==> src/rtl/debug_monitor.sv <==
// Debug monitor: debounced button channel stepping, channel select/freeze,
// and a multiplexed hex display of the selected 32-bit debug channel.
module debug_monitor #(
  parameter int NUM_CH          = 8,
  parameter int DIGITS          = 8,
  parameter int NUM_BTN         = 5,
  parameter int SCAN_DIV        = 50000,
  parameter int DEBOUNCE_CYCLES = 1000,
  localparam int CW             = $clog2(NUM_CH)
) (
  input  logic                   clk,
  input  logic                   reset,
  input  logic [32*NUM_CH-1:0]   debug_bus,
  input  logic [NUM_BTN-1:0]     button,
  input  logic                   sel_mode,
  input  logic [CW-1:0]          sel_sw,
  input  logic                   freeze,
  output logic [NUM_BTN-1:0]     btn_level,
  output logic [NUM_BTN-1:0]     btn_pulse,
  output logic [CW-1:0]          cur_ch,
  output logic [31:0]            shown_value,
  output logic [DIGITS-1:0]      num_csn,
  output logic [7:0]             num_an
);

  localparam int DBW = (DEBOUNCE_CYCLES > 1) ? $clog2(DEBOUNCE_CYCLES) : 1;
  localparam int PSW = (SCAN_DIV > 1) ? $clog2(SCAN_DIV) : 1;
  localparam int DGW = (DIGITS > 1) ? $clog2(DIGITS) : 1;

  logic [NUM_BTN-1:0] sync1_q, sync2_q;
  logic [NUM_BTN-1:0] level_q, level_d;
  logic [NUM_BTN-1:0] levelDly_q;
  logic [NUM_BTN-1:0] pulse_q;
  logic [DBW-1:0]     cnt_q [NUM_BTN];
  logic [DBW-1:0]     cnt_d [NUM_BTN];

  logic [CW-1:0]      ch_q, ch_d;
  logic [31:0]        shown_q, shown_d;

  logic [PSW-1:0]     presc_q, presc_d;
  logic [DGW-1:0]     digit_q, digit_d;
  logic [DIGITS-1:0]  csn_q, csn_d;
  logic [7:0]         an_q, an_d;
  logic [3:0]         nibble;
  logic [6:0]         segs;

  // Debounce: a button level only flips after the synced input has
  // disagreed with it for DEBOUNCE_CYCLES consecutive clocks.
  always_comb begin
    level_d = level_q;
    for (int i = 0; i < NUM_BTN; i++) begin
      cnt_d[i] = '0;
      if (sync2_q[i] != level_q[i]) begin
        if (cnt_q[i] == DBW'(DEBOUNCE_CYCLES - 1)) begin
          level_d[i] = ~level_q[i];
        end else begin
          cnt_d[i] = cnt_q[i] + 1'b1;
        end
      end
    end
  end

  // Button path registers: synchronizer, debounce state and rising-edge pulse.
  always_ff @(posedge clk) begin
    if (reset) begin
      sync1_q    <= '0;
      sync2_q    <= '0;
      level_q    <= '0;
      levelDly_q <= '0;
      pulse_q    <= '0;
      for (int i = 0; i < NUM_BTN; i++) begin
        cnt_q[i] <= '0;
      end
    end else begin
      sync1_q    <= button;
      sync2_q    <= sync1_q;
      level_q    <= level_d;
      levelDly_q <= level_q;
      pulse_q    <= level_q & ~levelDly_q;
      for (int i = 0; i < NUM_BTN; i++) begin
        cnt_q[i] <= cnt_d[i];
      end
    end
  end

  // Channel selection; simultaneous up/down pulses cancel, wrap is natural
  // because NUM_CH is a power of two.
  always_comb begin
    ch_d = ch_q;
    if (sel_mode) begin
      ch_d = sel_sw;
    end else if (pulse_q[0] && !pulse_q[1]) begin
      ch_d = ch_q + 1'b1;
    end else if (pulse_q[1] && !pulse_q[0]) begin
      ch_d = ch_q - 1'b1;
    end
  end

  // Displayed value follows the selected channel unless frozen.
  always_comb begin
    shown_d = shown_q;
    if (!freeze) begin
      shown_d = debug_bus[{ch_q, 5'd0} +: 32];
    end
  end

  // Digit scan timing: prescaler terminal count advances the digit index.
  always_comb begin
    presc_d = presc_q + 1'b1;
    digit_d = digit_q;
    if (presc_q == PSW'(SCAN_DIV - 1)) begin
      presc_d = '0;
      if (digit_q == DGW'(DIGITS - 1)) begin
        digit_d = '0;
      end else begin
        digit_d = digit_q + 1'b1;
      end
    end
  end

  // Hex nibble to active-low {g..a} segment pattern.
  always_comb begin
    nibble = shown_q[{digit_q, 2'b00} +: 4];
    case (nibble)
      4'h0: segs = 7'h40;
      4'h1: segs = 7'h79;
      4'h2: segs = 7'h24;
      4'h3: segs = 7'h30;
      4'h4: segs = 7'h19;
      4'h5: segs = 7'h12;
      4'h6: segs = 7'h02;
      4'h7: segs = 7'h78;
      4'h8: segs = 7'h00;
      4'h9: segs = 7'h10;
      4'hA: segs = 7'h08;
      4'hB: segs = 7'h03;
      4'hC: segs = 7'h46;
      4'hD: segs = 7'h21;
      4'hE: segs = 7'h06;
      default: segs = 7'h0E;
    endcase
    csn_d = ~(DIGITS'(1) << digit_q);
    an_d  = {~((digit_q == '0) & freeze), segs};
  end

  // Selection, value and display registers.
  always_ff @(posedge clk) begin
    if (reset) begin
      ch_q    <= '0;
      shown_q <= '0;
      presc_q <= '0;
      digit_q <= '0;
      csn_q   <= '1;
      an_q    <= 8'hFF;
    end else begin
      ch_q    <= ch_d;
      shown_q <= shown_d;
      presc_q <= presc_d;
      digit_q <= digit_d;
      csn_q   <= csn_d;
      an_q    <= an_d;
    end
  end

  assign btn_level   = level_q;
  assign btn_pulse   = pulse_q;
  assign cur_ch      = ch_q;
  assign shown_value = shown_q;
  assign num_csn     = csn_q;
  assign num_an      = an_q;

endmodule

==> config.mk <==
export PLATFORM = sky130hd
export DESIGN_NAME = debug_monitor
export DESIGN_NICKNAME = d
export VERILOG_FILES = /design/src/rtl/debug_monitor.sv
export SDC_FILE = /design/constraint.sdc
export NUM_CORES = 1
export LEC_CHECK = 0
export CELL_PAD_IN_SITES_DETAIL_PLACEMENT = 1
export CELL_PAD_IN_SITES_GLOBAL_PLACEMENT = 1
export CORE_MARGIN = 1
export CORE_UTILIZATION = 29
export CTS_BUF_LIST = sky130_fd_sc_hd__clkbuf_8
export DETAILED_ROUTE_END_ITERATION = 16
export HOLD_SLACK_MARGIN = 0.05
export PLACE_DENSITY_LB_ADDON = 0.1
export SYNTH_ARGS = -nofsm -noshare
export SYNTH_HDL_FRONTEND = slang
export SYNTH_SLANG_ARGS = --single-unit
==> constraint.sdc <==
create_clock -name clk -period 2.1 [get_ports clk]
set_clock_uncertainty 0.05 [all_clocks]
set_input_delay 0.21 -clock clk [delete_from_list [all_inputs] [get_ports clk]]
set_output_delay 0.21 -clock clk [all_outputs]
set_load 0.01 [all_outputs]
# Word level (Yosys, flattened, before mapping)
# Memory sizes are Yosys's and may differ from the RTL's. A register that Yosys moved wholly into a read port is not among the register bits.
# Cells that the tools add are included.
word_totals:
  reg_bits: 95
  mem_bits_rw: 50
  rom_bits: 112
  in_bits: 268
  out_inout_bits: 61
  wordCells: 90
  memories: 2
memory_table:
  columns: ["name", "words", "width", "rd", "rd_clocked_by_memory_dff", "write_ports", "line", "rtl"]
  rows:
  - ["(name not given)", 16, 7, 1, 1, 0, "124", "case (nibble)"]
  - ["cnt_q", 5, 10, 5, 0, 5, "34", "logic [DBW-1:0] cnt_q [NUM_BTN];"]
classes:
  addsub: 9
  n_eq_ne: 12
  shift: 3
  mux: 22
  bitwise_logic: 15
  reduce_logical: 12
op_table:
  columns: ["cell", "count"]
  rows:
  - ["variable part select 256 x 9 -> 32 bit", 1]
  - ["2-to-1 mux 10 bit", 15]
  - ["adder 10 x 1 -> 10 bit (second input constant)", 5]
  - ["equality test 10 bit (second input constant)", 5]
  - ["variable part select 32 x 6 -> 4 bit", 1]
  - ["adder 16 x 1 -> 16 bit (second input constant)", 1]
  - ["equality test 16 bit (second input constant)", 1]
  - ["2-to-1 mux 3 bit", 4]
  - ["AND reduction 2 bit", 5]
  - ["inverter 8 bit", 1]
  - ["<< shifter 1 x 3 -> 8 bit (first input constant)", 1]
  - ["adder 3 x 1 -> 3 bit (second input constant)", 2]
  - ["inverter 1 bit", 6]
  - ["bitwise AND 5 bit", 1]
  - ["!= test 1 bit", 5]
  - ["inverter 5 bit", 1]
  - ["bitwise OR 1 bit", 5]
  - ["equality test 3 bit (second input constant)", 1]
  - ["zero test 3 bit", 1]
  - ["2-to-1 mux 1 bit", 3]
  - ["nonzero test 3 bit", 1]
  - ["subtractor 3 x 1 -> 3 bit (second input constant)", 1]
  - ["logical AND 1 bit", 2]
  - ["zero test 1 bit", 2]
  - ["2 further kinds", 2]

# Logic depth before layout (Yosys ltp)
# Gate-level depths: netlist (run 1).
depth:
  word_depth: 5
  mapped_depth: 8
  mapped_depth_nobuf: 7

# Worst setup path after synthesis (run 1)
# OpenSTA, ideal clock, no wires.
synth_timing:
  path_kind: "reg-to-reg"
  from: "reg digit_q[0]"
  to: "reg an_q[1], in the netlist num_an[1]"
  setup_ns: 0.133
  arrival_ns: 1.950
  required_time_ns: 1.917
  setup_slack_ns: -0.033
  path_stages_with_launch: 8
  path_buffers: 1
  period_less_slack_ns: 2.133
  cell_sequence: "dfxtp_1 -> buf_6 -> mux4_2 -> mux2_2 -> inv_2 -> ha_1 -> a21oi_1 -> o221ai_1"
synth_between:
  elab_chain_cells: 1
synth_lines:
  columns: ["item", "line", "rtl"]
  rows:
  - ["start: declaration", "41", "logic [DGW-1:0] digit_q, digit_d;"]
  - ["start signal: assignment", "159", "digit_q <= digit_d;"]
  - ["variable part select 32 x 6 -> 4 bit", "123", "nibble = shown_q[{digit_q, 2'b00} +: 4];"]
  - ["end: declaration", "43", "logic [7:0] an_q, an_d;"]
# Every way passes these cells.
# A chain may end at the register's enable or synchronous reset.

# Worst setup path after layout (run 1)
layout_timing:
  from: "reg digit_q[0]"
  to: "reg an_q[0], in the netlist num_an[0]"
# Same word-level chain as after synthesis.

==> impl_metrics.json, run 1 <==
{
  "status": "finished, final reports clean",
  "netlist.area_leader.share": 0.377,
  "fin_crit_sh": 0.961,
  "finalSetupViolCount": 0,
  "syn_area_per_cell_um2": 10.2,
  "grt_use_total": 0.215,
  "grt_pass1_wl_mm": 42.4,
  "numCtsBuffers": 17,
  "first_pass_iters": 4,
  "path_class": "register to register",
  "power_mw": 6.44,
  "slew_viol_final": 0,
  "dieArea_um2": 27200,
  "first_global_vias": 7230,
  "slew-limit-headroom": 0.670,
  "netlist_instances": 753,
  "grt_max_degree": 66,
  "cts_tree": "done",
  "pin_count": 329,
  "ys_async_sr_fraction": 0,
  "routed_wl_mm": 29.0,
  "synth-seq-area-share": 0.377,
  "synth_area_leaders": "dfxtp_1, mux4_2, nor2_1",
  "min_path_type": "input pin to register",
  "hold_viol_final": 0,
  "post-route-util": 0.460,
  "cp.arrival_ns": 2.29,
  "wl_per_cell_um": 19.9,
  "crit_family": "multiplexers",
  "syn_area_um2": 7700,
  "holdWs_ns": 0.110,
  "crit_chain": "mux4_1 -> mux2i_4 -> buf_4 -> nor3b_1 -> o31ai_2",
  "dr_total_vias": 6945,
  "place.detailed.hpwl_mm": 24.1,
  "place_congestion": 0.817,
  "via_per_inst": 4.78,
  "ant_nets": 0,
  "ys_warn_count": 0,
  "worstMarginPinSlew_ns": 0.491,
  "synth_cell_types": 44,
  "cp_max_fo": 8,
  "p_per_area_nw_per_um2": 537,
  "cts_max_path_buffers": 2,
  "root_buffer": "clkbuf_8",
  "cts_hold_buffers": 0,
  "cp_slowest_cell": "mux4_1",
  "portBuffers": 328,
  "drc": 0,
  "finalNetCount": 1384,
  "clk_latency_ns": 0.45,
  "leakage_nw": 4.25,
  "yosysTopAreaCell": "dfxtp_1",
  "overflow": 0,
  "row_count": 59,
  "htree_levels": 4,
  "antenna_found_initial": 8,
  "worst-path-buf-inv": 1,
  "cts.sinks": 145,
  "ys_seq_elements": 145,
  "cpPeakStageDelay_ns": 0.62,
  "die_w_um": 165,
  "max_freq_mhz": 495,
  "rsz0062_at_grt": "no",
  "clkTransAtPathRegs_ns": 0.09,
  "syn-num-nets": 1040,
  "max_cap_viol_count": 0,
  "synthFlopType": "dfxtp_1",
  "period_needed_ns": 2.02,
  "drt-initial-drc-count": 316,
  "worstSetupEndpointType": "register",
  "area_growth_pct": 55.6,
  "start_util": 0.295,
  "die_h_um": 165,
  "synth_edf_count": 0,
  "peakVddDrop_mv": 0.318,
  "cp-start-kind": "register",
  "coreArea_um2": 26100,
  "drive_above_1_share": 0.138,
  "crit_required_ns": 2.37,
  "num-fill-cells": 2931
}
-- area by class of cell --
| cell class | instances | area (um^2) | share of cell area |
|---|---|---|---|
| Clock inverter | 15 | 124 | 0.0103 |
| Sequential cell | 145 | 2910 | 0.243 |
| Multi-Input combinational cell | 554 | 4580 | 0.382 |
| Clock buffer | 17 | 234 | 0.0195 |
| Antenna cell | 7 | 17.5 | 0.00146 |
| Tap cell | 335 | 419 | 0.0350 |
| Inverter | 16 | 65.1 | 0.00543 |
| Timing Repair Buffer | 363 | 3640 | 0.303 |
-- logic make-up (layout without fill, tap and decap cells) --
kind of cell	after synthesis	after routing	share of synthesized area
adders and majority gates	19	19	0.0318
other	0	7	0
DFF	145	145	0.377
buffers and inverters	54	411	0.0317
and+or+nand+nor	297	297	0.174
muxes	121	121	0.275
AOI/OAI and AO/OA	58	58	0.0429
xor gates and xnor gates	59	59	0.0671
-- metal layers --
layer | vias to the layer above | share of wire | GRT usage
met5 | - | 0 | 0
li1 | 3364 | - | -
met3 | 30 | 0.058 | 0.0583
met2 | 208 | 0.50 | 0.366
met1 | 3343 | 0.42 | 0.260
met4 | 0 | 0.020 | 0.0721
-- stage by stage --
stage	TNS (ns)	std cells	area (um^2)	setup slack (ns)
floorplan	0	753	7700	0.0424
global route	0	1452	12000	0.00317
CTS	0	1445	11900	0.00199
finish	0	1452	12000	0.0812
global placement	0	1410	11500	0.0580
detailed placement	-0.0565	1410	11500	-0.0324
-- where the power goes --
part	internal, mW	switching (mW)	leakage (nW)
registers	2.83	0.0753	1.18
clock network	0.926	1.12	0.183
logic	0.953	0.530	2.88
total	4.71	1.73	4.25
-- cell usage after synthesis (2+ instances only) --
cell type and n:
o22ai_1 2, xor2_1 21, nor4_1 2, o21ai_0 5
mux2i_1 45, or4_1 4, nor3_1 10, inv_1 12
ha_1 18, buf_4 5, nor2b_1 22, xnor2_1 38
or3_1 6, dfxtp_1 145, nand4b_1 3, and2_1 4
nor2_1 157, buf_1 6, buf_2 6, inv_2 4
o221ai_1 4, mux4_2 67, and3_1 13, mux2_2 4
nand4_1 9, buf_6 2, clkbuf_1 19, a21oi_1 40
nand2_1 41, nand3_1 21, nand2b_1 3, mux4_1 3
-- registers in the layout, indices dropped and copies added (netlist names) --
name,cells
shown_value,32
levelDly_q,5
btn_pulse,5
num_an,8
digit_q,3
btn_level,5
sync2_q,5
presc_q,16
sync1_q,5
cur_ch,3
num_csn,8
cnt_q,50
-- path summary, 6_finish.rpt --
path              slack (ns)  depth (start not counted)      endpoint           from
setup reg to reg        0.08                          5     num_an[0]     digit_q[0]
setup / recovery        0.08                          5     num_an[0]     digit_q[0]
hold reg to reg         0.33                          1  btn_pulse[3]  levelDly_q[3]
hold / removal          0.11                          2  btn_level[2]          reset
-- placed cells by master, fill, tap and decap left out, drive strengths merged, types with 2 or more instances in the layout --
cell and instances:
xnor2 38, or4 4, mux2 5, nand2b 3, dfxtp 145, nand3 21
o21ai 6, ha 18, nor3 10, nor2b 22, a21oi 40, and3 13
diode 7, o22ai 2, or3 6, nor4 2, buf 37, nor2 157
inv 20, nand2 41, mux4 70, clkdlybuf4s50 326, xor2 21, nand4 9
clkinvlp 4, clkinv 6, and2 4, clkbuf 17, o221ai 4, nand4b 3
mux2i 46
-- repair_timing --
item | in CTS | in global routing
pin swaps | 0 | 1
endpoints found under the setup margin | 5 | 4
cloned | 0 | 0
resized for setup | 2 | 8
setup buffers | 3 | 0
(Power assumes the default switching activity.)
==> run 2: changes to the inputs <==
PLACE_DENSITY = 0.87   (was not set)
PLACE_DENSITY_LB_ADDON = not set   (was 0.1)
==> run 2 against run 1 <==
Final area fell by 0.24%; critical path type unchanged; hold slack got worse by 0.025 ns; clock-buffer cell count rose by 4; die area did not move; register-to-register slack got worse by 0.05 ns; sequential share of layout area rose by 0.059 points; wire length rose by 1.2%.
==> impl_metrics.json, run 2 (synthesized netlist as in run 1, its figures left out) <==
{
  "coreArea_um2": 26100,
  "routed_wl_mm": 29.3,
  "multi_input_area_um2": 4570,
  "period_needed_ns": 2.07,
  "portBuffers": 328,
  "place.detailed.hpwl_mm": 24.2,
  "cts.sinks": 145,
  "reg2regPathDepth": 7,
  "leakage_nw": 4.25,
  "drive_above_1_share": 0.135,
  "reg2reg_slack_ns": 0.03,
  "p_sw_mw": 1.71,
  "hold_viol_final": 0,
  "htree_levels": 4,
  "regMostFlops": "cnt_q",
  "area_growth_pct": 55.3,
  "antenna_found_initial": 6,
  "row_count": 59,
  "worstSetupEndpointType": "register",
  "slew_viol_final": 0,
  "path_class": "register to register",
  "dieArea_um2": 27200,
  "slew-limit-headroom": 0.666,
  "first_global_vias": 7545,
  "drc": 0,
  "finalNetCount": 1379,
  "cpPeakStageDelay_ns": 0.53,
  "grt_pass1_wl_mm": 42.9,
  "cts_max_path_buffers": 2,
  "die_w_um": 165,
  "r2r_end": "num_an[3]",
  "grt_max_degree": 66,
  "pin_count": 329,
  "crit_required_ns": 2.42,
  "final-seq-area_um2": 2910,
  "swShare": 0.257,
  "setup_slack_ns": 0.0350,
  "finalSetupViolCount": 0,
  "die_h_um": 165,
  "final_common_cell": "clkdlybuf4s50_1",
  "place_congestion": 0.865,
  "cp_num_cells": 7,
  "pwr-share-comb": 0.224,
  "regToRegStartpoint": "digit_q[0]",
  "overflow": 0,
  "p_seq_frac": 0.438,
  "crit_chain": "mux4_2 -> mux2_4 -> inv_4 -> ha_4 -> nand3_2 -> o21ai_0 -> a32oi_1",
  "numCtsBuffers": 17,
  "cp_slowest_cell": "mux4_2",
  "cp_max_fo": 8,
  "cp-start-kind": "register",
  "root_buffer": "clkbuf_8",
  "peakVddDrop_mv": 0.304,
  "max_cap_viol_count": 0,
  "min_from": "reset",
  "clk_latency_ns": 0.46,
  "wl_per_cell_um": 20.3,
  "clkTransAtPathRegs_ns": 0.08,
  "cp.arrival_ns": 2.38,
  "startpoint": "digit_q[0]",
  "fin_crit_sh": 0.983,
  "max_freq_mhz": 484,
  "pre_cts_ws_ns": -0.0629,
  "grt_use_total": 0.215,
  "crit_family": "multiplexers",
  "start_util": 0.295,
  "first_pass_iters": 4,
  "crit_end": "num_an[3]",
  "clockPowerShare": 0.338,
  "ant_nets": 0,
  "worst-path-buf-inv": 1,
  "layout_common_cells": "clkdlybuf4s50_1, nor2_1, dfxtp_1, mux4_2, mux2i_1",
  "worstMarginPinSlew_ns": 0.497,
  "placed_cells_incl_taps": 1404,
  "p_per_area_nw_per_um2": 557,
  "cts_hold_buffers": 0,
  "p_int_mw": 4.95,
  "min_path_type": "input pin to register",
  "dr_total_vias": 7131,
  "status": "finished, final reports clean",
  "num-fill-cells": 2858,
  "layout.cells.non_filler": 1444,
  "cts_tree": "done",
  "drt-initial-drc-count": 247,
  "largest_reg_flops": 50,
  "via_per_inst": 4.94
}
run 2: cell count changes in the layout (fill, tap and decap cells not counted), moves of 2 or more:
cell and delta:
buf_4 -3, inv_6 +2, diode_2 -2, clkinv_4 -2
buf_12 -2, clkinvlp_4 -4, clkbuf_8 +4
run 2: metrics by stage:
step | instance area, um^2 | setup TNS, ns | hold WS, ns | utilization | power, mW
6_report | 12000 | 0 | 0.0854 | 0.459 | 6.65
5_1_grt | 12000 | -0.00838 | 0.0864 | 0.459 | 6.95
4_1_cts | 11900 | 0 | 0.0698 | 0.458 | 6.74
3_5_place_dp | 11500 | -0.172 | 0.334 | 0.441 | 4.45
3_3_place_gp | 11500 | -0.00484 | 0.321 | 0.441 | 4.42
2_1_floorplan | 7700 | 0 | 0.239 | - | 3.56
run 2: worst min-delay path by stage:
| stage | endpoint | cells after the start |
|---|---|---|
| floorplan | levelDly_q[0] | 1 |
| global placement | btn_pulse[3] | 1 |
| detailed placement | btn_pulse[2] | 1 |
| CTS | btn_level[2] | 2 |
| global route | btn_level[2] | 2 |
| finish | btn_level[2] | 2 |
run 2: per-layer routing:
layer / vias up / track usage / wire length, um
met1: 3482 / 0.230 / 10800
met2: 234 / 0.396 / 15700
met4: 2 / 0.111 / 1260
met5: - / 0 / 13
met3: 58 / 0.0427 / 1480
li1: 3355 / - / -
run 2: timing repair:
action                                  4_1_cts  5_1_grt
gates cloned                                  0        0
setup buffers                                 2        2
pin swaps                                     1        1
hold endpoints to repair                      0        0
endpoints found under the setup margin        5        5
resized for setup                             6        4
run 2: area by class of cell:
cell class | instances | share of cell area
antenna | 5 | 0.00105
sequential | 145 | 0.244
clock inverter | 10 | 0.00911
inverter | 16 | 0.00544
multi-input combinational | 554 | 0.383
tap | 335 | 0.0351
timing repair buffer | 358 | 0.299
clock buffer | 21 | 0.0242
run 2: power groups by stage:
| stage | clock [mW] | sequential [mW] | combinational (mW) |
|---|---|---|---|
| detailed placement | 0 | 2.98 | 1.47 |
| floorplan | 0 | 2.98 | 0.578 |
| global route | 2.44 | 2.92 | 1.58 |
| CTS | 2.33 | 2.91 | 1.49 |
| finish | 2.25 | 2.91 | 1.49 |
| global placement | 0 | 2.98 | 1.44 |
